--- src/rtl/huff_pkg.sv ---
// Shared types and sizes for the bit-serial JPEG Huffman symbol decoder.
package huff_pkg;

    localparam int unsigned T1_DEPTH     = 16;
    localparam int unsigned T2_DEPTH     = 54;
    localparam int unsigned MAX_CODE_LEN = 8;
    localparam int unsigned MAX_SIZE     = 11;
    localparam int unsigned COEF_W       = 12;
    localparam int unsigned T1_AW        = 4;
    localparam int unsigned T2_AW        = 6;
    localparam int unsigned LEN_W        = 4;
    localparam int unsigned IDX_W        = 6;
    localparam int unsigned MAG_W        = 11;
    localparam int unsigned SIZE_W       = 4;
    localparam int unsigned RUN_W        = 2;

    typedef enum logic [1:0] {
        CODE = 2'd0,
        MAG  = 2'd1,
        ERR  = 2'd2
    } state_t;

    typedef struct packed {
        logic [8:0] maxcode;
        logic [5:0] base;
    } t1_entry_t;

    typedef struct packed {
        logic [SIZE_W-1:0] size;
        logic [RUN_W-1:0]  run;
    } t2_entry_t;

    typedef struct packed {
        logic [RUN_W-1:0]  run;
        logic [SIZE_W-1:0] size;
        logic [COEF_W-1:0] coeff;
        logic [IDX_W-1:0]  idx;
        logic              dc;
    } sym_rec_t;

    // JPEG magnitude category decode: a leading 0 marks a negative value.
    function automatic logic [COEF_W-1:0] mag_to_coeff(input logic [MAG_W-1:0] mag,
                                                       input logic [SIZE_W-1:0] size);
        logic [COEF_W-1:0] m;
        m = COEF_W'(mag);
        if (size == '0)
            return '0;
        else if (mag[SIZE_W'(size - SIZE_W'(1))])
            return m;
        else
            return m - ((COEF_W'(1) << size) - COEF_W'(1));
    endfunction

endpackage

--- src/rtl/huff_symbol_decoder_if.sv ---
// Bitstream, table-load and symbol-record signals of the Huffman decoder.
interface huff_symbol_decoder_if;
    import huff_pkg::*;

    logic                bitstream_s1;
    logic                bit_valid_s1;
    logic                rw1_en_s1;
    logic [T1_AW-1:0]    t1_addr_s1;
    logic [8:0]          maxcode_v1;
    logic [5:0]          base_v1;
    logic                rw2_en_s1;
    logic [T2_AW-1:0]    t2_addr_s1;
    logic [SIZE_W-1:0]   coeff_size_v1;
    logic [RUN_W-1:0]    run_length_v1;

    logic                sym_valid_s1;
    logic                sym_dc_s1;
    logic [RUN_W-1:0]    sym_run_s1;
    logic [SIZE_W-1:0]   sym_size_s1;
    logic [COEF_W-1:0]   sym_coeff_s1;
    logic [IDX_W-1:0]    coeff_idx_s1;
    logic                block_done_s1;
    logic                code_err_s1;

    modport master (
        output bitstream_s1, bit_valid_s1, rw1_en_s1, t1_addr_s1, maxcode_v1, base_v1,
               rw2_en_s1, t2_addr_s1, coeff_size_v1, run_length_v1,
        input  sym_valid_s1, sym_dc_s1, sym_run_s1, sym_size_s1, sym_coeff_s1,
               coeff_idx_s1, block_done_s1, code_err_s1
    );

    modport slave (
        input  bitstream_s1, bit_valid_s1, rw1_en_s1, t1_addr_s1, maxcode_v1, base_v1,
               rw2_en_s1, t2_addr_s1, coeff_size_v1, run_length_v1,
        output sym_valid_s1, sym_dc_s1, sym_run_s1, sym_size_s1, sym_coeff_s1,
               coeff_idx_s1, block_done_s1, code_err_s1
    );

endinterface

--- src/rtl/huff_tables.sv ---
// Huffman lookup tables: maxcode/base (T1) and size/run (T2); unreset, async read.
module huff_tables
    import huff_pkg::*;
(
    input  logic             i_clk,
    input  logic             i_t1_we,
    input  logic [T1_AW-1:0] i_t1_waddr,
    input  t1_entry_t        i_t1_wdata,
    input  logic [T1_AW-1:0] i_t1_raddr,
    output t1_entry_t        o_t1_rdata_c,
    input  logic             i_t2_we,
    input  logic [T2_AW-1:0] i_t2_waddr,
    input  t2_entry_t        i_t2_wdata,
    input  logic [T2_AW-1:0] i_t2_raddr,
    output t2_entry_t        o_t2_rdata_c
);

    t1_entry_t r_t1 [T1_DEPTH];
    t2_entry_t r_t2 [T2_DEPTH];

    always_ff @(posedge i_clk) begin
        if (i_t1_we)
            r_t1[i_t1_waddr] <= i_t1_wdata;
        if (i_t2_we && (i_t2_waddr < T2_AW'(T2_DEPTH)))
            r_t2[i_t2_waddr] <= i_t2_wdata;
    end

    assign o_t1_rdata_c = r_t1[i_t1_raddr];
    // Out-of-range T2 reads return zero; the decoder flags them as errors anyway.
    assign o_t2_rdata_c = (i_t2_raddr < T2_AW'(T2_DEPTH)) ? r_t2[i_t2_raddr] : '0;

endmodule

--- src/rtl/huff_symbol_decoder.sv ---
// Bit-serial canonical Huffman decoder producing one coefficient record per symbol.
module huff_symbol_decoder
    import huff_pkg::*;
(
    input  logic                  phi1,
    input  logic                  reset_s1,
    huff_symbol_decoder_if.slave  io_bus
);

    state_t                  r_state, w_state_nxt;
    logic                    r_dc, w_dc_nxt;
    logic [MAX_CODE_LEN-2:0] r_code, w_code_nxt;
    logic [LEN_W-1:0]        r_len, w_len_nxt;
    logic [MAG_W-2:0]        r_mag, w_mag_nxt;
    logic [SIZE_W-1:0]       r_cnt, w_cnt_nxt;
    logic [RUN_W-1:0]        r_run_l, w_run_l_nxt;
    logic [SIZE_W-1:0]       r_size_l, w_size_l_nxt;
    logic [IDX_W-1:0]        r_idx, w_idx_nxt;
    sym_rec_t                r_rec, w_rec_nxt;
    logic                    r_valid, w_valid_nxt;
    logic                    r_done, w_done_nxt;
    logic                    r_err, w_err_nxt;

    logic [MAX_CODE_LEN-1:0] w_code_n;
    logic [LEN_W-1:0]        w_len_n;
    logic [MAG_W-1:0]        w_mag_n;
    logic [SIZE_W-1:0]       w_cnt_n;
    logic [T2_AW-1:0]        w_t2_raddr;
    t1_entry_t               w_t1;
    t2_entry_t               w_t2;
    logic                    w_match;
    logic                    w_emit, w_fail;
    logic [RUN_W-1:0]        w_e_run;
    logic [SIZE_W-1:0]       w_e_size;
    logic [COEF_W-1:0]       w_e_coeff;
    logic [IDX_W:0]          w_idx_sum;

    huff_tables u_tables (
        .i_clk        (phi1),
        .i_t1_we      (io_bus.rw1_en_s1),
        .i_t1_waddr   (io_bus.t1_addr_s1),
        .i_t1_wdata   ({io_bus.maxcode_v1, io_bus.base_v1}),
        .i_t1_raddr   ({r_dc, r_len[2:0]}),
        .o_t1_rdata_c (w_t1),
        .i_t2_we      (io_bus.rw2_en_s1),
        .i_t2_waddr   (io_bus.t2_addr_s1),
        .i_t2_wdata   ({io_bus.coeff_size_v1, io_bus.run_length_v1}),
        .i_t2_raddr   (w_t2_raddr),
        .o_t2_rdata_c (w_t2)
    );

    assign w_code_n   = {r_code, io_bus.bitstream_s1};
    assign w_len_n    = r_len + LEN_W'(1);
    assign w_mag_n    = {r_mag, io_bus.bitstream_s1};
    assign w_cnt_n    = r_cnt + SIZE_W'(1);
    assign w_t2_raddr = w_t1.base + w_code_n[T2_AW-1:0];
    assign w_match    = !w_t1.maxcode[8] && (w_code_n <= w_t1.maxcode[7:0]);

    always_ff @(posedge phi1 or posedge reset_s1) begin
        if (reset_s1) begin
            r_state  <= CODE;
            r_dc     <= 1'b1;
            r_code   <= '0;
            r_len    <= '0;
            r_mag    <= '0;
            r_cnt    <= '0;
            r_run_l  <= '0;
            r_size_l <= '0;
            r_idx    <= '0;
            r_rec    <= '0;
            r_valid  <= 1'b0;
            r_done   <= 1'b0;
            r_err    <= 1'b0;
        end else begin
            r_state  <= w_state_nxt;
            r_dc     <= w_dc_nxt;
            r_code   <= w_code_nxt;
            r_len    <= w_len_nxt;
            r_mag    <= w_mag_nxt;
            r_cnt    <= w_cnt_nxt;
            r_run_l  <= w_run_l_nxt;
            r_size_l <= w_size_l_nxt;
            r_idx    <= w_idx_nxt;
            r_rec    <= w_rec_nxt;
            r_valid  <= w_valid_nxt;
            r_done   <= w_done_nxt;
            r_err    <= w_err_nxt;
        end
    end

    always_comb begin
        w_state_nxt  = r_state;
        w_dc_nxt     = r_dc;
        w_code_nxt   = r_code;
        w_len_nxt    = r_len;
        w_mag_nxt    = r_mag;
        w_cnt_nxt    = r_cnt;
        w_run_l_nxt  = r_run_l;
        w_size_l_nxt = r_size_l;
        w_idx_nxt    = r_idx;
        w_rec_nxt    = r_rec;
        w_valid_nxt  = 1'b0;
        w_done_nxt   = 1'b0;
        w_err_nxt    = r_err;
        w_emit       = 1'b0;
        w_fail       = 1'b0;
        w_e_run      = '0;
        w_e_size     = '0;
        w_e_coeff    = '0;
        w_idx_sum    = '0;

        case (r_state)
            CODE: begin
                if (io_bus.bit_valid_s1) begin
                    if (w_match) begin
                        if ((w_t2_raddr >= T2_AW'(T2_DEPTH)) || (w_t2.size > SIZE_W'(MAX_SIZE))) begin
                            w_fail = 1'b1;
                        end else if (w_t2.size == '0) begin
                            w_emit  = 1'b1;
                            w_e_run = w_t2.run;
                        end else begin
                            w_run_l_nxt  = w_t2.run;
                            w_size_l_nxt = w_t2.size;
                            w_mag_nxt    = '0;
                            w_cnt_nxt    = '0;
                            w_code_nxt   = '0;
                            w_len_nxt    = '0;
                            w_state_nxt  = MAG;
                        end
                    end else if (w_len_n == LEN_W'(MAX_CODE_LEN)) begin
                        w_fail = 1'b1;
                    end else begin
                        w_code_nxt = w_code_n[MAX_CODE_LEN-2:0];
                        w_len_nxt  = w_len_n;
                    end
                end
            end
            MAG: begin
                if (io_bus.bit_valid_s1) begin
                    w_mag_nxt = w_mag_n[MAG_W-2:0];
                    w_cnt_nxt = w_cnt_n;
                    if (w_cnt_n == r_size_l) begin
                        w_emit    = 1'b1;
                        w_e_run   = r_run_l;
                        w_e_size  = r_size_l;
                        w_e_coeff = mag_to_coeff(w_mag_n, r_size_l);
                    end
                end
            end
            default: ;
        endcase

        // Record formation and zig-zag index bookkeeping.
        if (w_emit) begin
            w_state_nxt   = CODE;
            w_code_nxt    = '0;
            w_len_nxt     = '0;
            w_mag_nxt     = '0;
            w_cnt_nxt     = '0;
            w_valid_nxt   = 1'b1;
            w_rec_nxt.run   = w_e_run;
            w_rec_nxt.size  = w_e_size;
            w_rec_nxt.coeff = w_e_coeff;
            w_rec_nxt.dc    = r_dc;
            if (r_dc) begin
                w_idx_nxt     = '0;
                w_rec_nxt.idx = '0;
                w_dc_nxt      = 1'b0;
            end else if ((w_e_run == '0) && (w_e_size == '0)) begin
                w_rec_nxt.idx = r_idx;
                w_done_nxt    = 1'b1;
                w_dc_nxt      = 1'b1;
            end else begin
                w_idx_sum = (IDX_W+1)'(r_idx) + (IDX_W+1)'(w_e_run) + (IDX_W+1)'(1);
                if (w_idx_sum > (IDX_W+1)'(63)) begin
                    w_fail = 1'b1;
                end else begin
                    w_idx_nxt     = w_idx_sum[IDX_W-1:0];
                    w_rec_nxt.idx = w_idx_sum[IDX_W-1:0];
                    if (w_idx_sum == (IDX_W+1)'(63)) begin
                        w_done_nxt = 1'b1;
                        w_dc_nxt   = 1'b1;
                    end
                end
            end
        end

        if (w_fail) begin
            w_state_nxt = ERR;
            w_err_nxt   = 1'b1;
            w_valid_nxt = 1'b0;
            w_done_nxt  = 1'b0;
            w_rec_nxt   = r_rec;
        end
    end

    assign io_bus.sym_valid_s1  = r_valid;
    assign io_bus.sym_dc_s1     = r_rec.dc;
    assign io_bus.sym_run_s1    = r_rec.run;
    assign io_bus.sym_size_s1   = r_rec.size;
    assign io_bus.sym_coeff_s1  = r_rec.coeff;
    assign io_bus.coeff_idx_s1  = r_rec.idx;
    assign io_bus.block_done_s1 = r_done;
    assign io_bus.code_err_s1   = r_err;

endmodule

--- src/flat_wrapper.sv ---
// flat-port wrapper written by rule: the top's interface ports become plain ports
module huff_symbol_decoder_flat import huff_pkg::*;
  (phi1, reset_s1, io_bus_bitstream_s1, io_bus_bit_valid_s1, io_bus_rw1_en_s1, io_bus_t1_addr_s1, io_bus_maxcode_v1, io_bus_base_v1, io_bus_rw2_en_s1, io_bus_t2_addr_s1, io_bus_coeff_size_v1, io_bus_run_length_v1, io_bus_sym_valid_s1, io_bus_sym_dc_s1, io_bus_sym_run_s1, io_bus_sym_size_s1, io_bus_sym_coeff_s1, io_bus_coeff_idx_s1, io_bus_block_done_s1, io_bus_code_err_s1);
  huff_symbol_decoder_if io_bus_i ();
  input  logic phi1;
  input  logic reset_s1;
  input wire logic [$bits(io_bus_i.bitstream_s1)-1:0] io_bus_bitstream_s1;
  input wire logic [$bits(io_bus_i.bit_valid_s1)-1:0] io_bus_bit_valid_s1;
  input wire logic [$bits(io_bus_i.rw1_en_s1)-1:0] io_bus_rw1_en_s1;
  input wire logic [$bits(io_bus_i.t1_addr_s1)-1:0] io_bus_t1_addr_s1;
  input wire logic [$bits(io_bus_i.maxcode_v1)-1:0] io_bus_maxcode_v1;
  input wire logic [$bits(io_bus_i.base_v1)-1:0] io_bus_base_v1;
  input wire logic [$bits(io_bus_i.rw2_en_s1)-1:0] io_bus_rw2_en_s1;
  input wire logic [$bits(io_bus_i.t2_addr_s1)-1:0] io_bus_t2_addr_s1;
  input wire logic [$bits(io_bus_i.coeff_size_v1)-1:0] io_bus_coeff_size_v1;
  input wire logic [$bits(io_bus_i.run_length_v1)-1:0] io_bus_run_length_v1;
  output wire logic [$bits(io_bus_i.sym_valid_s1)-1:0] io_bus_sym_valid_s1;
  output wire logic [$bits(io_bus_i.sym_dc_s1)-1:0] io_bus_sym_dc_s1;
  output wire logic [$bits(io_bus_i.sym_run_s1)-1:0] io_bus_sym_run_s1;
  output wire logic [$bits(io_bus_i.sym_size_s1)-1:0] io_bus_sym_size_s1;
  output wire logic [$bits(io_bus_i.sym_coeff_s1)-1:0] io_bus_sym_coeff_s1;
  output wire logic [$bits(io_bus_i.coeff_idx_s1)-1:0] io_bus_coeff_idx_s1;
  output wire logic [$bits(io_bus_i.block_done_s1)-1:0] io_bus_block_done_s1;
  output wire logic [$bits(io_bus_i.code_err_s1)-1:0] io_bus_code_err_s1;
  assign io_bus_i.bitstream_s1 = io_bus_bitstream_s1;
  assign io_bus_i.bit_valid_s1 = io_bus_bit_valid_s1;
  assign io_bus_i.rw1_en_s1 = io_bus_rw1_en_s1;
  assign io_bus_i.t1_addr_s1 = io_bus_t1_addr_s1;
  assign io_bus_i.maxcode_v1 = io_bus_maxcode_v1;
  assign io_bus_i.base_v1 = io_bus_base_v1;
  assign io_bus_i.rw2_en_s1 = io_bus_rw2_en_s1;
  assign io_bus_i.t2_addr_s1 = io_bus_t2_addr_s1;
  assign io_bus_i.coeff_size_v1 = io_bus_coeff_size_v1;
  assign io_bus_i.run_length_v1 = io_bus_run_length_v1;
  assign io_bus_sym_valid_s1 = io_bus_i.sym_valid_s1;
  assign io_bus_sym_dc_s1 = io_bus_i.sym_dc_s1;
  assign io_bus_sym_run_s1 = io_bus_i.sym_run_s1;
  assign io_bus_sym_size_s1 = io_bus_i.sym_size_s1;
  assign io_bus_sym_coeff_s1 = io_bus_i.sym_coeff_s1;
  assign io_bus_coeff_idx_s1 = io_bus_i.coeff_idx_s1;
  assign io_bus_block_done_s1 = io_bus_i.block_done_s1;
  assign io_bus_code_err_s1 = io_bus_i.code_err_s1;
  huff_symbol_decoder u_core (.phi1(phi1), .reset_s1(reset_s1), .io_bus(io_bus_i));
endmodule
--- config.mk ---
export PLATFORM = sky130hd
export DESIGN_NAME = huff_symbol_decoder_flat
export DESIGN_NICKNAME = d
export VERILOG_FILES = /design/src/rtl/huff_pkg.sv /design/src/rtl/huff_symbol_decoder_if.sv /design/src/rtl/huff_tables.sv /design/src/rtl/huff_symbol_decoder.sv /design/src/flat_wrapper.sv
export SDC_FILE = /design/constraint.sdc
export NUM_CORES = 1
export LEC_CHECK = 0
export BUFFER_PORTS_ARGS = -buffer_cell sky130_fd_sc_hd__clkbuf_2
export CAP_MARGIN = 20
export CORE_MARGIN = 2
export CORE_UTILIZATION = 59
export DETAILED_ROUTE_END_ITERATION = 8
export PLACE_DENSITY = 0.75
export SETUP_SLACK_MARGIN = 0.5
export SLEW_MARGIN = 5
export SYNTH_ARGS = -nofsm -noshare
export SYNTH_HDL_FRONTEND = slang
export SYNTH_SLANG_ARGS = --single-unit
--- constraint.sdc ---
create_clock -name phi1 -period 21.4 [get_ports phi1]
set_input_delay 2.14 -clock phi1 [delete_from_list [all_inputs] [get_ports phi1]]
set_output_delay 2.14 -clock phi1 [all_outputs]
set_load 0.03 [all_outputs]
## Word-level counts from Yosys, hierarchy flattened

Memories as Yosys holds them, arrays and structs flattened.
Cells that the tools add are included.

| storage, ports and cells | value |
|---|---|
| bits in registers | 68 |
| RAM bits | 564 |
| bits of input ports | 37 |
| output and inout port bits | 28 |
| word-level logic and storage cells | 162 |
| memories kept | 2 |

Memories:

| name | depth | width | rd ports | clocked after Yosys merged registers in | wr ports | line | RTL |
|---|---|---|---|---|---|---|---|
| u_core.u_tables.r_t2 | 54 | 6 | 1 | 0 | 1 | huff_tables.sv:19 | `t2_entry_t r_t2 [T2_DEPTH];` |
| u_core.u_tables.r_t1 | 16 | 15 | 1 | 0 | 1 | huff_tables.sv:18 | `t1_entry_t r_t1 [T1_DEPTH];` |

| operators by class | value |
|---|---|
| $add $sub $neg | 8 |
| $lt $le $gt $ge | 7 |
| eq/ne operators | 17 |
| shift-type cells | 1 |
| muxes and demuxes | 84 |
| bitwise logic cells | 3 |
| reduce and logical (&&, ||, !) cells | 23 |

Operators by type and width:

| cell | count |
|---|---|
| 2-to-1 mux 10 bit | 6 |
| 2-to-1 mux 12 bit | 5 |
| 2-to-1 mux 4 bit | 14 |
| 2-to-1 mux 7 bit | 7 |
| 2-to-1 mux 6 bit | 6 |
| 2-to-1 mux 1 bit | 28 |
| 2-to-1 mux 2 bit | 13 |
| one-hot mux 10 bit (2 select lines) | 1 |
| inequality test 3 x 1 -> 1 bit (second input constant) | 5 |
| AND reduction 5 bit | 3 |
| zero test 4 bit | 3 |
| < comparator 6 bit (second input constant) | 2 |
| inequality test 3 x 2 -> 1 bit (second input constant) | 4 |
| nonzero test 3 bit | 4 |
| << shifter 1 x 4 -> 12 bit (first input constant) | 1 |
| subtractor 11 x 12 -> 12 bit | 1 |
| subtractor 12 x 1 -> 12 bit (second input constant) | 1 |
| adder 4 x 1 -> 4 bit (second input constant) | 2 |
| <= comparator 8 bit | 1 |
| one-hot mux 4 bit (2 select lines) | 1 |
| adder 6 x 2 -> 7 bit | 1 |
| adder 7 x 1 -> 7 bit (second input constant) | 1 |
| == test 7 x 6 -> 1 bit (second input constant) | 1 |
| > comparator 7 x 6 -> 1 bit (second input constant) | 1 |
| other kinds (22) | 31 |

## Logic depth before layout (Yosys ltp)

Gate-level depths: netlist of the first run.
An unclocked memory read counts as a cell.

| logic depth | value |
|---|---|
| depth after elaboration | 19 |
| mapped depth | 27 |
| gate-level depth less buffers | 22 |

## By module

From an unflattened synthesis of the first run, not the netlist that was laid out.

| second synthesis, totals | value |
|---|---|
| cell total of the unflattened synthesis | 1523 |
| area, all modules | 26829.5 sq um |

Modules (own cells, without submodules):

| module | times used | cells an instance | area an instance (sq um) | sequential area each (sq um) |
|---|---|---|---|---|
| huff_tables | 1 | 1030 | 22086.2 | 16936.2 |
| huff_symbol_decoder | 1 | 493 | 4743.3 | 1702.9 |

## Least setup slack after synthesis of the first run

Ideal clock, no wire load.

| timing | value |
|---|---|
| path type | flip-flop to flip-flop |
| from | register u_core.r_len[0] |
| to | register u_core.r_rec (netlist bit u_core.io_bus.sym_coeff_s1[0]) |
| setup time | 0.125 ns |
| arrival | 7.365 ns |
| required time | 21.275 ns |
| slack | 13.910 ns |
| cell stages (with the launch flop) | 26 |
| path buffers | 7 |
| clock period less this slack | 7.490 ns |
| cell sequence | dfrtp_1 buf_4 buf_1 buf_1 mux4_2 mux4_2 ha_1 inv_1 fa_1 nand2b_1 a21oi_1 xnor2_1 clkbuf_1 mux2i_4 nand2_2 o31ai_2 a32oi_1 ha_1 fa_1 nand3b_1 or3_1 clkbuf_1 o21a_1 buf_6 buf_8 mux2_4 |

| on the way | value |
|---|---|
| word-level cells in the longest chain between the ends | 19 |
| elaborated cells between the ends (all ways) | 40 |
| classes of those cells | add/sub (4); order compare (5); eq/ne (1); mux (20); bitwise (1); reduce/logical (7); memory (2) |

Ends and longest elaborated chain:

| item | line | RTL |
|---|---|---|
| from (decl) | huff_symbol_decoder.sv:13 | `logic [LEN_W-1:0] r_len, w_len_nxt;` |
| from (signal assigned) | huff_symbol_decoder.sv:78 | `r_len <= w_len_nxt;` |
| memory (16 x 15 bit) | n/a |  |
| adder 6 bit | huff_symbol_decoder.sv:56 | `assign w_t2_raddr = w_t1.base + w_code_n[T2_AW-1:0];` |
| memory (54 x 6 bit) / < comparator 6 bit (equally long branches) | n/a |  |
| 2-to-1 mux 6 bit | huff_tables.sv:30 | `assign o_t2_rdata_c = (i_t2_raddr < T2_AW'(T2_DEPTH)) ? r_t2[i_t2_raddr] : '0;` |
| > comparator 4 bit / zero test 4 bit (equally long branches) | huff_symbol_decoder.sv:116, huff_symbol_decoder.sv:118 |  |
| logical OR 1 bit / 2-to-1 mux 2 bit (equally long branches) | huff_symbol_decoder.sv:116, huff_symbol_decoder.sv:118 |  |
| 2-to-1 mux 2 bit | huff_symbol_decoder.sv:116 | `if ((w_t2_raddr >= T2_AW'(T2_DEPTH)) \|\| (w_t2.size > SIZE_W'(MAX_SIZE))) begin` |
| 2-to-1 mux 2 bit | huff_symbol_decoder.sv:115 | `if (w_match) begin` |
| [3 not listed] | n/a |  |
| adder 7 x 1 -> 7 bit | huff_symbol_decoder.sv:174 | `w_idx_sum = (IDX_W+1)'(r_idx) + (IDX_W+1)'(w_e_run) + (IDX_W+1)'(1);` |
| > comparator 7 x 6 -> 1 bit | huff_symbol_decoder.sv:175 | `if (w_idx_sum > (IDX_W+1)'(63)) begin` |
| 2-to-1 mux 1 bit | huff_symbol_decoder.sv:175 |  |
| 2-to-1 mux 1 bit | huff_symbol_decoder.sv:169 | `end else if ((w_e_run == '0) && (w_e_size == '0)) begin` |
| 2-to-1 mux 1 bit | huff_symbol_decoder.sv:165 | `if (r_dc) begin` |
| 2-to-1 mux 1 bit | huff_symbol_decoder.sv:154 | `if (w_emit) begin` |
| NOT 1 bit (no source line) | n/a |  |
| AND reduction 2 bit (no source line) * | n/a |  |
| to (signal assigned) | huff_symbol_decoder.sv:84 | `r_rec <= w_rec_nxt;` |
| to (decl) | huff_symbol_decoder.sv:19 | `sym_rec_t r_rec, w_rec_nxt;` |

Mark *: on every way between the ends. The rest lies on a longest branch, timed or not.
A chain may end at the register's enable or synchronous reset.

## Worst setup path after layout of the first run

| timing | value |
|---|---|
| from | register u_core.r_len[1] |
| to | register u_core.r_rec (netlist bit u_core.io_bus.sym_coeff_s1[11]) |

Same word-level chain as after synthesis.

==> parameters.txt, run 1 <==
Parameter                              Value

Power and ir drop
  Pwr Density    153.8 mW/mm^2
  Comb pwr share    roughly 45%
  Leakage power total    10.22 nW
  Switching part of the total power    36.89%
  Reg power frac    31.9%
  Worst-case vdd ir drop    between 150 and 200 uV
  Internal portion of total power    0.002891 W
  Proportion of power drawn by the clock network    a little under a quarter
  Net switching power of the design    0.001690 W

Setup path
  Critical path launch point type    register
  Start-to-end type of the worst setup path    reg2reg
  Endpoint type of the worst setup path    register
  Reg2reg path depth    21
  Critical Path Source    u_core.r_len[1]
  Worst Setup EP    u_core.io_bus.sym_coeff_s1[11]
  Reg-to-Reg Start    u_core.r_len[1]
  Crit-path slowest cell    sky130_fd_sc_hd__fa_4
  Cell seen most often among critical-path stages    sky130_fd_sc_hd__mux2i_1
  Largest delay share family, worst path    multiplexers
  Reg-to-reg critical path endpoint    u_core.io_bus.sym_coeff_s1[11]
  Highest fanout seen on the critical path    74
  Arrival time of data at the critical path endpoint    ~9 ns
  CP Buf/Inv Count    4
  Instance count on the critical path    21
  Worst setup slack for register-to-register paths    between 10 and 15 ns
  Crit-path max cell delay    between 0.8 and 0.9 ns
  Worst path cell trace    buf_4 > mux4_2 > mux4_2 > ha_4 > inv_1 > fa_4 > buf_4 > mux4_1 > mux2i_1 > mux2i_1 > mux2i_1 > nand2_2 > o31ai_2 > a32oi_1 > ha_1 > fa_1 > nand3b_1 > or3_1 > o21a_1 > buf_6 > mux2_4
  Data required time of the worst path    21.90 ns

Yosys
  Post-Syn Nets    ~1600
  Fraction of registers with async set or reset after synthesis    between 10% and 20%
  Netlist area before placement    between 0.02 and 0.03 sq mm
  Leading area contributor after synthesis    sky130_fd_sc_hd__edfxtp_1
  Ranking of synthesized cells by instance count    sky130_fd_sc_hd__edfxtp_1, sky130_fd_sc_hd__mux4_2, sky130_fd_sc_hd__nor2_1
  Mean cell area of the mapped netlist    between 15 and 20 sq um
  Most used flip-flop cell after synthesis    sky130_fd_sc_hd__edfxtp_1
  Post-synth EDFFs    564
  Most frequent cell after synthesis    sky130_fd_sc_hd__edfxtp_1
  Post-synth cell types    73
  Count of warnings emitted by yosys    0
  Ranking of synthesized cells by area    sky130_fd_sc_hd__edfxtp_1, sky130_fd_sc_hd__mux4_2, sky130_fd_sc_hd__dfrtp_1, sky130_fd_sc_hd__ha_1, sky130_fd_sc_hd__mux2i_1
  Synthesized flop and latch total    between 600 and 700
  Count of mapped cells out of synthesis    1503
  Part of the Yosys area used for sequential elements    69.76%
  Post-synth top area share    a little under two thirds

STA
  Number of setup violations in the final report    0
  Fraction of the cycle the final worst path needs    40.77%
  Final slew viol count    0
  Worst slew pin tran    1.069 ns
  Setup TNS Final    0 ns
  Final period demand of the worst path    between 8 and 9 ns
  Count of final hold-check violations    0
  Rel. slew slack    28.76%
  Setup repair after global routing missed its margin    false
  Maximum clock rate    approximately 110 MHz
  Worst Clk Skew    approximately 0.022 ns

Clocking
  H-Tree Depth    2
  Buffer cell driving the clock tree root    sky130_fd_sc_hd__clkbuf_16
  Cts hold-fix bufs    0
  TritonCTS buffer count    59
  Clock tree from TritonCTS    built
  Buffers inserted by post-CTS timing repair    0
  Clock transition time at the flip-flop clock pins of the worst setup and hold paths    around 0.06 ns
  Max Root-Sink Buffers    3
  Clock Sinks    between 600 and 700
  Insertion delay of the later-clocked pin in the worst-skew pair    between 0.6 and 0.7 ns
  PostCTS Resize Cnt    0

Die
  Number of ports placed on the die boundary    65
  Initial Util    about three fifths
  Area of the core    0.04441 sq mm
  Die span in y    216.8 microns
  Die Outline Area    approximately 0.047 sq mm
  Chip width    ~220 microns
  Rows    77

Global route
  Overall overflow remaining after global route    0
  Initial antenna violation count    0
  First-pass GRT wire length    roughly 90 mm
  Combined global-route utilization of all metal layers    between 20% and 30%
  Vias in the first global route    between 10000 and 15000
  Largest net degree at the start of global routing    between 70 and 80

Placement
  Post-DP HPWL    ~34 mm
  GP Congestion    ~0.90
  Post-DP Area    around 0.028 sq mm
  Input/output buffers    64

Drt
  Detailed-routing wirelength on met1    approximately 23 mm
  First-pass DRT Iterations    6
  Topmost layer with routed signal wires    met4
  Total via count after detailed routing    14270
  Number of DRC violations after detailed routing    0
  Total wirelength of the detailed-routed design    between 50 and 60 mm
  Drt initial violations    roughly 1900
  Detailed-route wire length per cell    about 25 microns
  Antenna Nets Post-Route    0
  Met2 wire length    ~28 mm
  Vias per inst    6.389
  Detail Route met3 WL    slightly above 4 mm

Hold path
  Hold wc startpoint    u_core.io_bus.code_err_s1
  Path class of the lowest-slack min-delay path    reg2reg

Final layout
  Post-layout net count    ~1700
  Fraction of final layout cells sized beyond drive strength 1    23.08%
  ANT cells    0
  Post-route cell area    between 0.02 and 0.03 sq mm
  Area overhead of the layout relative to synthesis    11.44%

Flow run
  Maximum capacitance violations    0

Outcome
  Run status    completed
[worst register-to-register path: cells and delay by family (launching register included)]
kind	cells	cell delay [ns]
muxes	7	2.23
adders and majority gates	4	1.74
DFF	1	0.81
AOI/OAI and AO/OA	3	1.19
buffers and inverters	4	1.71
and+or+nand+nor	3	0.93
[cells in the final DEF, fill, tap and decap left out, types with 14 or more instances in the layout]
cell,n
sky130_fd_sc_hd__a21oi_1,39
sky130_fd_sc_hd__buf_4,33
sky130_fd_sc_hd__clkbuf_16,59
sky130_fd_sc_hd__clkbuf_2,64
sky130_fd_sc_hd__dfrtp_1,65
sky130_fd_sc_hd__edfxtp_1,564
sky130_fd_sc_hd__ha_1,44
sky130_fd_sc_hd__inv_1,42
sky130_fd_sc_hd__mux2i_1,49
sky130_fd_sc_hd__mux4_2,142
sky130_fd_sc_hd__nand2_1,77
sky130_fd_sc_hd__nand3_1,17
sky130_fd_sc_hd__nor2_1,106
sky130_fd_sc_hd__o21ai_0,34
sky130_fd_sc_hd__xnor2_1,14
[flip-flops by register name, indices dropped and copies added, names as in the netlist]
name                         count
u_core.u_tables.r_t2           324
u_core.u_tables.r_t1           240
u_core.io_bus.sym_coeff_s1      12
u_core.r_mag                    10
u_core.r_code                    7
u_core.io_bus.coeff_idx_s1       6
u_core.r_idx                     6
u_core.io_bus.sym_size_s1        4
u_core.r_cnt                     4
u_core.r_len                     4
u_core.r_size_l                  4
u_core.io_bus.sym_run_s1         2
u_core.r_run_l                   2
u_core.r_state                   2
u_core.io_bus.block_done_s1      1
u_core.io_bus.code_err_s1        1
u_core.io_bus.sym_dc_s1          1
u_core.io_bus.sym_valid_s1       1
u_core.r_dc                      1
[cells by family (layout without fill, tap and decap cells)]
group	Yosys count	after routing	share of synthesized area [%]
mux	221	221	15.87
xor+xnor	23	23	0.8242
compound gates	153	153	3.751
simple gates	307	307	5.521
fa+ha+maj	48	48	2.332
flops	632	632	69.76
buf+inv	119	258	1.948
[through the flow]
stage	utilization, %	hold slack [ns]	instances	setup slack [ns]	power (W)
2_1_floorplan	-	0.4725	1503	13.91	0.002990
3_3_place_gp	62.43	0.4545	2116	12.41	0.003500
3_5_place_dp	62.43	0.4586	2116	12.29	0.003534
4_1_cts	66.84	0.4734	2228	12.50	0.004591
5_1_grt	67.05	0.4853	2234	12.13	0.004804
6_report	67.05	0.4736	2234	12.68	0.004581
[power groups by stage]
stage | Combinational [W] | Sequential [W] | Clock [W]
2_1_floorplan | 0.00151 | 0.00148 | 0
4_1_cts | 0.00207 | 0.00146 | 0.00106
6_report | 0.00207 | 0.00146 | 0.00105
3_3_place_gp | 0.00202 | 0.00148 | 0
5_1_grt | 0.00222 | 0.00147 | 0.00111
3_5_place_dp | 0.00205 | 0.00149 | 0
[how the worst min path moves through the flow]
stage | depth (start not counted) | endpoint | slack (ns)
2_1_floorplan | 1 | u_core.r_code[6] | 0.47
3_3_place_gp | 1 | u_core.io_bus.code_err_s1 | 0.45
3_5_place_dp | 1 | u_core.io_bus.code_err_s1 | 0.46
4_1_cts | 1 | u_core.io_bus.code_err_s1 | 0.47
5_1_grt | 1 | u_core.io_bus.code_err_s1 | 0.49
6_report | 1 | u_core.io_bus.code_err_s1 | 0.47
[metal layers]
metal	up-vias	GRT usage, %
met1	7362	36.22
li1	6180	-
met3	93	3.662
met5	-	0
met4	0	6.849
met2	637	40.49
[final cells by class]
class	count	area [sq um]
Fill cell	2812	14640
Clock inverter	39	390.4
Multi-Input combinational cell	752	7616
Inverter	44	165.2
Clock buffer	73	1569
Tap cell	592	740.7
Timing Repair Buffer	102	651.9
Sequential cell	632	18640
(Power assumes the default switching activity.)
==> inputs of run 2 (changes only) <==
==> constraint.sdc (replaced) <==
create_clock -name phi1 -period 8.9 [get_ports phi1]
set_input_delay 0.89 -clock phi1 [delete_from_list [all_inputs] [get_ports phi1]]
set_output_delay 0.89 -clock phi1 [all_outputs]
set_load 0.03 [all_outputs]
==> parameters.txt, run 2 (synthesized netlist as in run 1, its figures left out) <==
Parameter                              Value

Power and ir drop
  Leakage power total    10.23 nW (about the same)
  Worst-case vdd ir drop    425.5 uV (+170%)
  Reg power frac    32.0% (about the same)
  Internal portion of total power    0.006943 W (+140%)
  Switching part of the total power    37.10% (+0.21 points)
  Pwr Density    370.4 mW/mm^2 (+140%)
  Proportion of power drawn by the clock network    22.5% (-0.5 points)
  Comb pwr share    45.5% (+0.3 points)
  Net switching power of the design    0.004096 W (+140%)

STA
  Maximum clock rate    126.7 MHz (+11%)
  Setup TNS Final    0 ns (unchanged)
  Fraction of the cycle the final worst path needs    88.67% (+48 points)
  Rel. slew slack    26.50% (-2.3 points)
  Number of setup violations in the final report    0 (unchanged)
  Setup repair after global routing missed its margin    false
  Final slew viol count    0 (unchanged)
  Final period demand of the worst path    7.891 ns (-0.8333 ns)
  Worst slew pin tran    1.102 ns (+0.03392 ns)
  Crit path setup slack, layout    1.009 ns (-11.67 ns)
  Count of final hold-check violations    0 (unchanged)
  Worst Clk Skew    0.01289 ns (-0.008646 ns)

Drt
  First-pass DRT Iterations    6 (unchanged)
  Detailed-route wire length per cell    25.49 microns (+0.36%)
  Vias per inst    6.372 (-0.26%)
  Number of DRC violations after detailed routing    0 (unchanged)
  Total via count after detailed routing    14270 (-0.035%)
  Antenna Nets Post-Route    0 (unchanged)
  Drt initial violations    1710 (-9.6%)
  Total wirelength of the detailed-routed design    57.06 mm (+0.58%)

Setup path
  Crit-path max cell delay    0.61 ns (-0.27 ns)
  Critical path launch point type    register
  Highest fanout seen on the critical path    24 (-68%)
  Endpoint type of the worst setup path    register
  Start-to-end type of the worst setup path    reg2reg
  Largest delay share family, worst path    multiplexers
  Crit-path slowest cell    sky130_fd_sc_hd__dfstp_2
  Cell seen most often among critical-path stages    sky130_fd_sc_hd__mux2i_1
  Worst path cell trace    clkinv_1 > mux4_2 > ha_4 > inv_1 > fa_4 > xnor2_4 > buf_4 > mux4_1 > mux2i_1 > mux2i_1 > mux2i_1 > nand2_2 > o31ai_2 > a32oi_1 > ha_1 > fa_1 > nand3b_1 > or3_1 > o21a_1 > buf_4 > mux2_4
  Data required time of the worst path    9.39 ns (-12.51 ns)
  CP Buf/Inv Count    4 (unchanged)
  Arrival time of data at the critical path endpoint    8.39 ns (-0.83 ns)

Clocking
  Insertion delay of the later-clocked pin in the worst-skew pair    0.62 ns (about the same)
  Max Root-Sink Buffers    3 (unchanged)
  H-Tree Depth    2 (unchanged)
  Clock Sinks    632 (unchanged)
  TritonCTS buffer count    60 (+1.7%)
  Buffer cell driving the clock tree root    sky130_fd_sc_hd__clkbuf_16
  Cts hold-fix bufs    0 (unchanged)
  Clock tree from TritonCTS    built
  Clock transition time at the flip-flop clock pins of the worst setup and hold paths    0.06 ns (about the same)

Die
  Area of the core    0.04441 sq mm (unchanged)
  Chip width    216.8 microns (unchanged)
  Die span in y    216.8 microns (unchanged)
  Rows    77 (unchanged)
  Die Outline Area    0.04701 sq mm (unchanged)
  Number of ports placed on the die boundary    65 (unchanged)
  Initial Util    60.16% (unchanged)

Global route
  First-pass GRT wire length    87.32 mm (-0.29%)
  Overall overflow remaining after global route    0 (unchanged)
  Largest net degree at the start of global routing    69 (-8.0%)
  Combined global-route utilization of all metal layers    24.82% (-0.15 points)
  Vias in the first global route    14400 (+0.34%)
  Initial antenna violation count    0 (unchanged)

Final layout
  Post-layout net count    1682 (+0.36%)
  Area overhead of the layout relative to synthesis    11.52% (about the same)
  Flip-flop count of the largest register after layout    324 (unchanged)
  Commonest non-fill, non-tap cells in the layout    sky130_fd_sc_hd__edfxtp_1, sky130_fd_sc_hd__mux4_2, sky130_fd_sc_hd__nor2_1
  Largest register by flop count    u_core.u_tables.r_t2
  ANT cells    0 (unchanged)
  Commonest non-fill, non-tap cell in the layout    sky130_fd_sc_hd__edfxtp_1
  Fraction of final layout cells sized beyond drive strength 1    22.83% (-0.25 points)

Placement
  Post-DP HPWL    34.97 mm (+2.1%)
  GP Congestion    0.8566 (-4.8%)
  Input/output buffers    64 (unchanged)
  Pre-CTS setup slack    0.7372 ns (-11.55 ns)

Hold path
  Path class of the lowest-slack min-delay path    reg2reg

Flow run
  Maximum capacitance violations    0 (unchanged)

Outcome
  Run status    completed
-- run 2: stage by stage --
step           area [sq um]  std cells  util, %  power [W]  hold WS [ns]
2_1_floorplan         26720       1503        -   0.007188        0.4725
3_3_place_gp          27760       2119    62.51   0.008429        0.4600
3_5_place_dp          27770       2120    62.53   0.008544        0.4537
4_1_cts               29670       2232    66.80    0.01104        0.4685
5_1_grt               29800       2239    67.10    0.01154        0.4931
6_report              29800       2239    67.10    0.01104        0.4647
-- run 2: timing repair --
| item | 4_1_cts | 5_1_grt |
|---|---|---|
| resized for setup | 0 | 1 |
| endpoints found under the hold margin | 0 | 0 |
| buffers inserted | 0 | 1 |
| setup endpoints to repair | 0 | 23 |
-- run 2: cell type report --
| class | count | area, sq um |
|---|---|---|
| clock buffer | 78 | 1600 |
| clock inverter | 34 | 296.5 |
| fill | 2849 | 14610 |
| inverter | 44 | 165.2 |
| multi-input combinational | 752 | 7616 |
| sequential | 632 | 18650 |
| tap | 592 | 740.7 |
| timing repair buffer | 107 | 734.5 |
-- run 2: power groups by stage --
stage | combinational (W) | sequential, W | clock, W
floorplan | 0.00364 | 0.00355 | 0
global placement | 0.00482 | 0.00361 | 0
detailed placement | 0.00493 | 0.00361 | 0
CTS | 0.00497 | 0.00355 | 0.00252
global route | 0.00536 | 0.00355 | 0.00263
finish | 0.00502 | 0.00353 | 0.00248
-- run 2: layer usage --
layer,part of all wire [%],global-route usage [%],wire (microns),vias to the layer above
li1,-,-,-,6191
met1,41,35.81,23560,7340
met2,49,39.60,27780,622
met3,7.3,3.885,4165,114
met4,2.7,8.151,1560,0
met5,0,0,0,-
-- run 2: final timing paths --
path                                                start                            end  slack, ns  cells after the start
max in group asynchronous                        reset_s1                u_core.r_len[0]       7.70                      3
worst min-delay path            u_core.io_bus.code_err_s1      u_core.io_bus.code_err_s1       0.46                      1
worst max-delay path                          u_core.r_dc  u_core.io_bus.sym_coeff_s1[2]       1.01                     21
worst max register to register                u_core.r_dc  u_core.io_bus.sym_coeff_s1[2]       1.01                     21
min in group asynchronous                        reset_s1  u_core.io_bus.sym_coeff_s1[2]       0.53                      3
worst min register to register  u_core.io_bus.code_err_s1      u_core.io_bus.code_err_s1       0.46                      1
==> inputs of run 3 (changes only) <==
==> constraint.sdc (replaced) <==
create_clock -name phi1 -period 8.9 [get_ports phi1]
set_input_delay 1.78 -clock phi1 [delete_from_list [all_inputs] [get_ports phi1]]
set_output_delay 1.78 -clock phi1 [all_outputs]
set_load 0.03 [all_outputs]
==> parameters.txt, run 3 (synthesized netlist as in run 1, its figures left out) <==
Parameter                              Value

Global route
  Initial antenna violation count    1 (+1)
  Largest net degree at the start of global routing    69 (unchanged)
  Combined global-route utilization of all metal layers    25.41% (+0.59 points)
  First-pass GRT wire length    88.96 mm (+1.9%)
  Overall overflow remaining after global route    0 (unchanged)
  Vias in the first global route    14680 (+2.0%)

Drt
  Vias per inst    6.423 (+0.81%)
  Drt initial violations    1833 (+7.2%)
  Number of DRC violations after detailed routing    0 (unchanged)
  Detailed-route wire length per cell    25.97 microns (+1.9%)
  Antenna Nets Post-Route    0 (unchanged)
  First-pass DRT Iterations    5 (-1)
  Total wirelength of the detailed-routed design    58.34 mm (+2.2%)
  Total via count after detailed routing    14430 (+1.1%)

Placement
  GP Congestion    0.9058 (+5.7%)
  Post-DP Area    0.02785 sq mm (+0.27%)
  Number of instances in the placed design    2127 (+0.33%)
  Post-DP HPWL    35.59 mm (+1.8%)
  Input/output buffers    64 (unchanged)

STA
  Setup repair after global routing missed its margin    false
  Fraction of the cycle the final worst path needs    88.15% (-0.52 points)
  Rel. slew slack    29.30% (+2.8 points)
  Number of setup violations in the final report    0 (unchanged)
  Worst Clk Skew    0.01847 ns (+0.005584 ns)
  Worst slew pin tran    1.061 ns (-0.04198 ns)
  Final slew viol count    0 (unchanged)
  Setup TNS Final    0 ns (unchanged)
  Count of final hold-check violations    0 (unchanged)
  Final period demand of the worst path    7.845 ns (-0.04625 ns)
  Maximum clock rate    127.5 MHz (+0.59%)

Setup path
  Start-to-end type of the worst setup path    reg2reg
  Endpoint type of the worst setup path    register
  Highest fanout seen on the critical path    30 (+25%)
  Data required time of the worst path    9.40 ns (about the same)
  Critical path launch point type    register
  Arrival time of data at the critical path endpoint    8.35 ns (-0.04 ns)

Final layout
  Largest register by flop count    u_core.u_tables.r_t2
  Count of filler cells inserted in the layout    2783 (-2.3%)
  Commonest non-fill, non-tap cell in the layout    sky130_fd_sc_hd__edfxtp_1
  Fraction of final layout cells sized beyond drive strength 1    23.28% (+0.45 points)
  Core utilization of the finished layout    67.19% (+0.096 points)
  Post-layout net count    1689 (+0.42%)
  ANT cells    0 (unchanged)
  Post-route cell area    0.02984 sq mm (+0.14%)
  Layout Cells excl Fill    2246 (+0.31%)
  Flip-flop count of the largest register after layout    324 (unchanged)
  Commonest non-fill, non-tap cells in the layout    sky130_fd_sc_hd__edfxtp_1, sky130_fd_sc_hd__mux4_2, sky130_fd_sc_hd__nor2_1
  Multi-input logic area    0.007616 sq mm (unchanged)
  Area overhead of the layout relative to synthesis    11.68%
  Sequential cell area    0.01864 sq mm (about the same)

Die
  Initial Util    60.16% (unchanged)
  Area of the core    0.04441 sq mm (unchanged)
  Die Outline Area    0.04701 sq mm (unchanged)
  Number of ports placed on the die boundary    65 (unchanged)
  Die span in y    216.8 microns (unchanged)
  Chip width    216.8 microns (unchanged)
  Rows    77 (unchanged)

Clocking
  Clock transition time at the flip-flop clock pins of the worst setup and hold paths    0.06 ns (about the same)
  Insertion delay of the later-clocked pin in the worst-skew pair    0.62 ns (about the same)
  Max Root-Sink Buffers    3 (unchanged)
  Clock tree from TritonCTS    built
  Clock Sinks    632 (unchanged)
  PostCTS Resize Cnt    0 (unchanged)
  Buffers inserted by post-CTS timing repair    0 (unchanged)
  Buffer cell driving the clock tree root    sky130_fd_sc_hd__clkbuf_16
  Cts hold-fix bufs    0 (unchanged)
  H-Tree Depth    2 (unchanged)
  TritonCTS buffer count    60 (unchanged)

Outcome
  Run status    completed

Power and ir drop
  Pwr Density    370.4 mW/mm^2 (about the same)
  Leakage power total    10.25 nW (+0.27%)
  Total chip power    0.01105 W (+0.12%)
  Worst-case vdd ir drop    313.5 uV (-26%)

Hold path
  Path class of the lowest-slack min-delay path    reg2reg

Flow run
  Maximum capacitance violations    0 (unchanged)
[run 3: cell types whose count changed in the layout (fill, tap and decap cells not counted), sizes merged]
cell and change:
buf +8, bufinv -2, clkbuf -2, clkinvlp +1, inv +2
[run 3: metal layers]
layer	share of wire (%)	up-vias	GRT usage, %
met3	7.6	109	4.444
met4	2.1	2	6.758
met5	0.022	-	0
met2	49	631	40.68
met1	41	7477	36.93
li1	-	6208	-
[run 3: area by class of cell]
type                    count  share of cell area (%)
well taps                 592                   2.482
clock buffers              77                   5.350
repair buffers            114                   2.734
multi-input cells         752                   25.52
flip-flops and latches    632                   62.48
inverters                  44                  0.5534
clock inverters            35                  0.8847
[run 3: stage by stage]
step                      worst slack, ns  hold WS (ns)
after floorplan                     1.410        0.4725
after global placement             0.6255        0.4533
after detailed placement           0.4698        0.4552
after CTS                          0.7884        0.4708
after global routing               0.5877        0.4838
final                               1.055        0.4693
[run 3: worst max-delay path, stage by stage (launching register included)]
cell                       delay, ns
sky130_fd_sc_hd__dfrtp_4        0.72
sky130_fd_sc_hd__mux4_2         0.57
sky130_fd_sc_hd__mux4_2         0.54
sky130_fd_sc_hd__ha_1           0.45
sky130_fd_sc_hd__xnor2_4        0.71
sky130_fd_sc_hd__buf_12         0.31
sky130_fd_sc_hd__mux4_1         0.57
sky130_fd_sc_hd__mux2i_1        0.21
sky130_fd_sc_hd__mux2i_1        0.12
sky130_fd_sc_hd__mux2i_1        0.38
sky130_fd_sc_hd__nand2b_1       0.23
sky130_fd_sc_hd__o221ai_1       0.23
sky130_fd_sc_hd__nor4_1         0.34
sky130_fd_sc_hd__a21oi_1        0.14
sky130_fd_sc_hd__fa_1           0.50
sky130_fd_sc_hd__nand3b_1       0.27
sky130_fd_sc_hd__or3_1          0.51
sky130_fd_sc_hd__o21a_1         0.35
sky130_fd_sc_hd__buf_16         0.23
sky130_fd_sc_hd__mux2_4         0.30
[run 3: report_power, final]
group | internal, W | leakage, nW | switching, W
Combinational | 0.00224 | 3.40 | 0.00286
Sequential | 0.00335 | 5.95 | 0.000165
Clock | 0.00135 | 0.903 | 0.00108
Total | 0.00694 | 10.3 | 0.00411
[run 3: worst paths after layout]
path | startpoint | end | slack, ns | depth (start not counted)
setup / recovery | u_core.r_len[0] | u_core.io_bus.sym_coeff_s1[11] | 1.05 | 19
hold / removal | u_core.io_bus.code_err_s1 | u_core.io_bus.code_err_s1 | 0.47 | 1
setup reg to reg | u_core.r_len[0] | u_core.io_bus.sym_coeff_s1[11] | 1.05 | 19
hold reg to reg | u_core.io_bus.code_err_s1 | u_core.io_bus.code_err_s1 | 0.47 | 1
max in group asynchronous | reset_s1 | u_core.r_len[0] | 6.82 | 3
min in group asynchronous | reset_s1 | u_core.io_bus.sym_coeff_s1[6] | 1.40 | 3
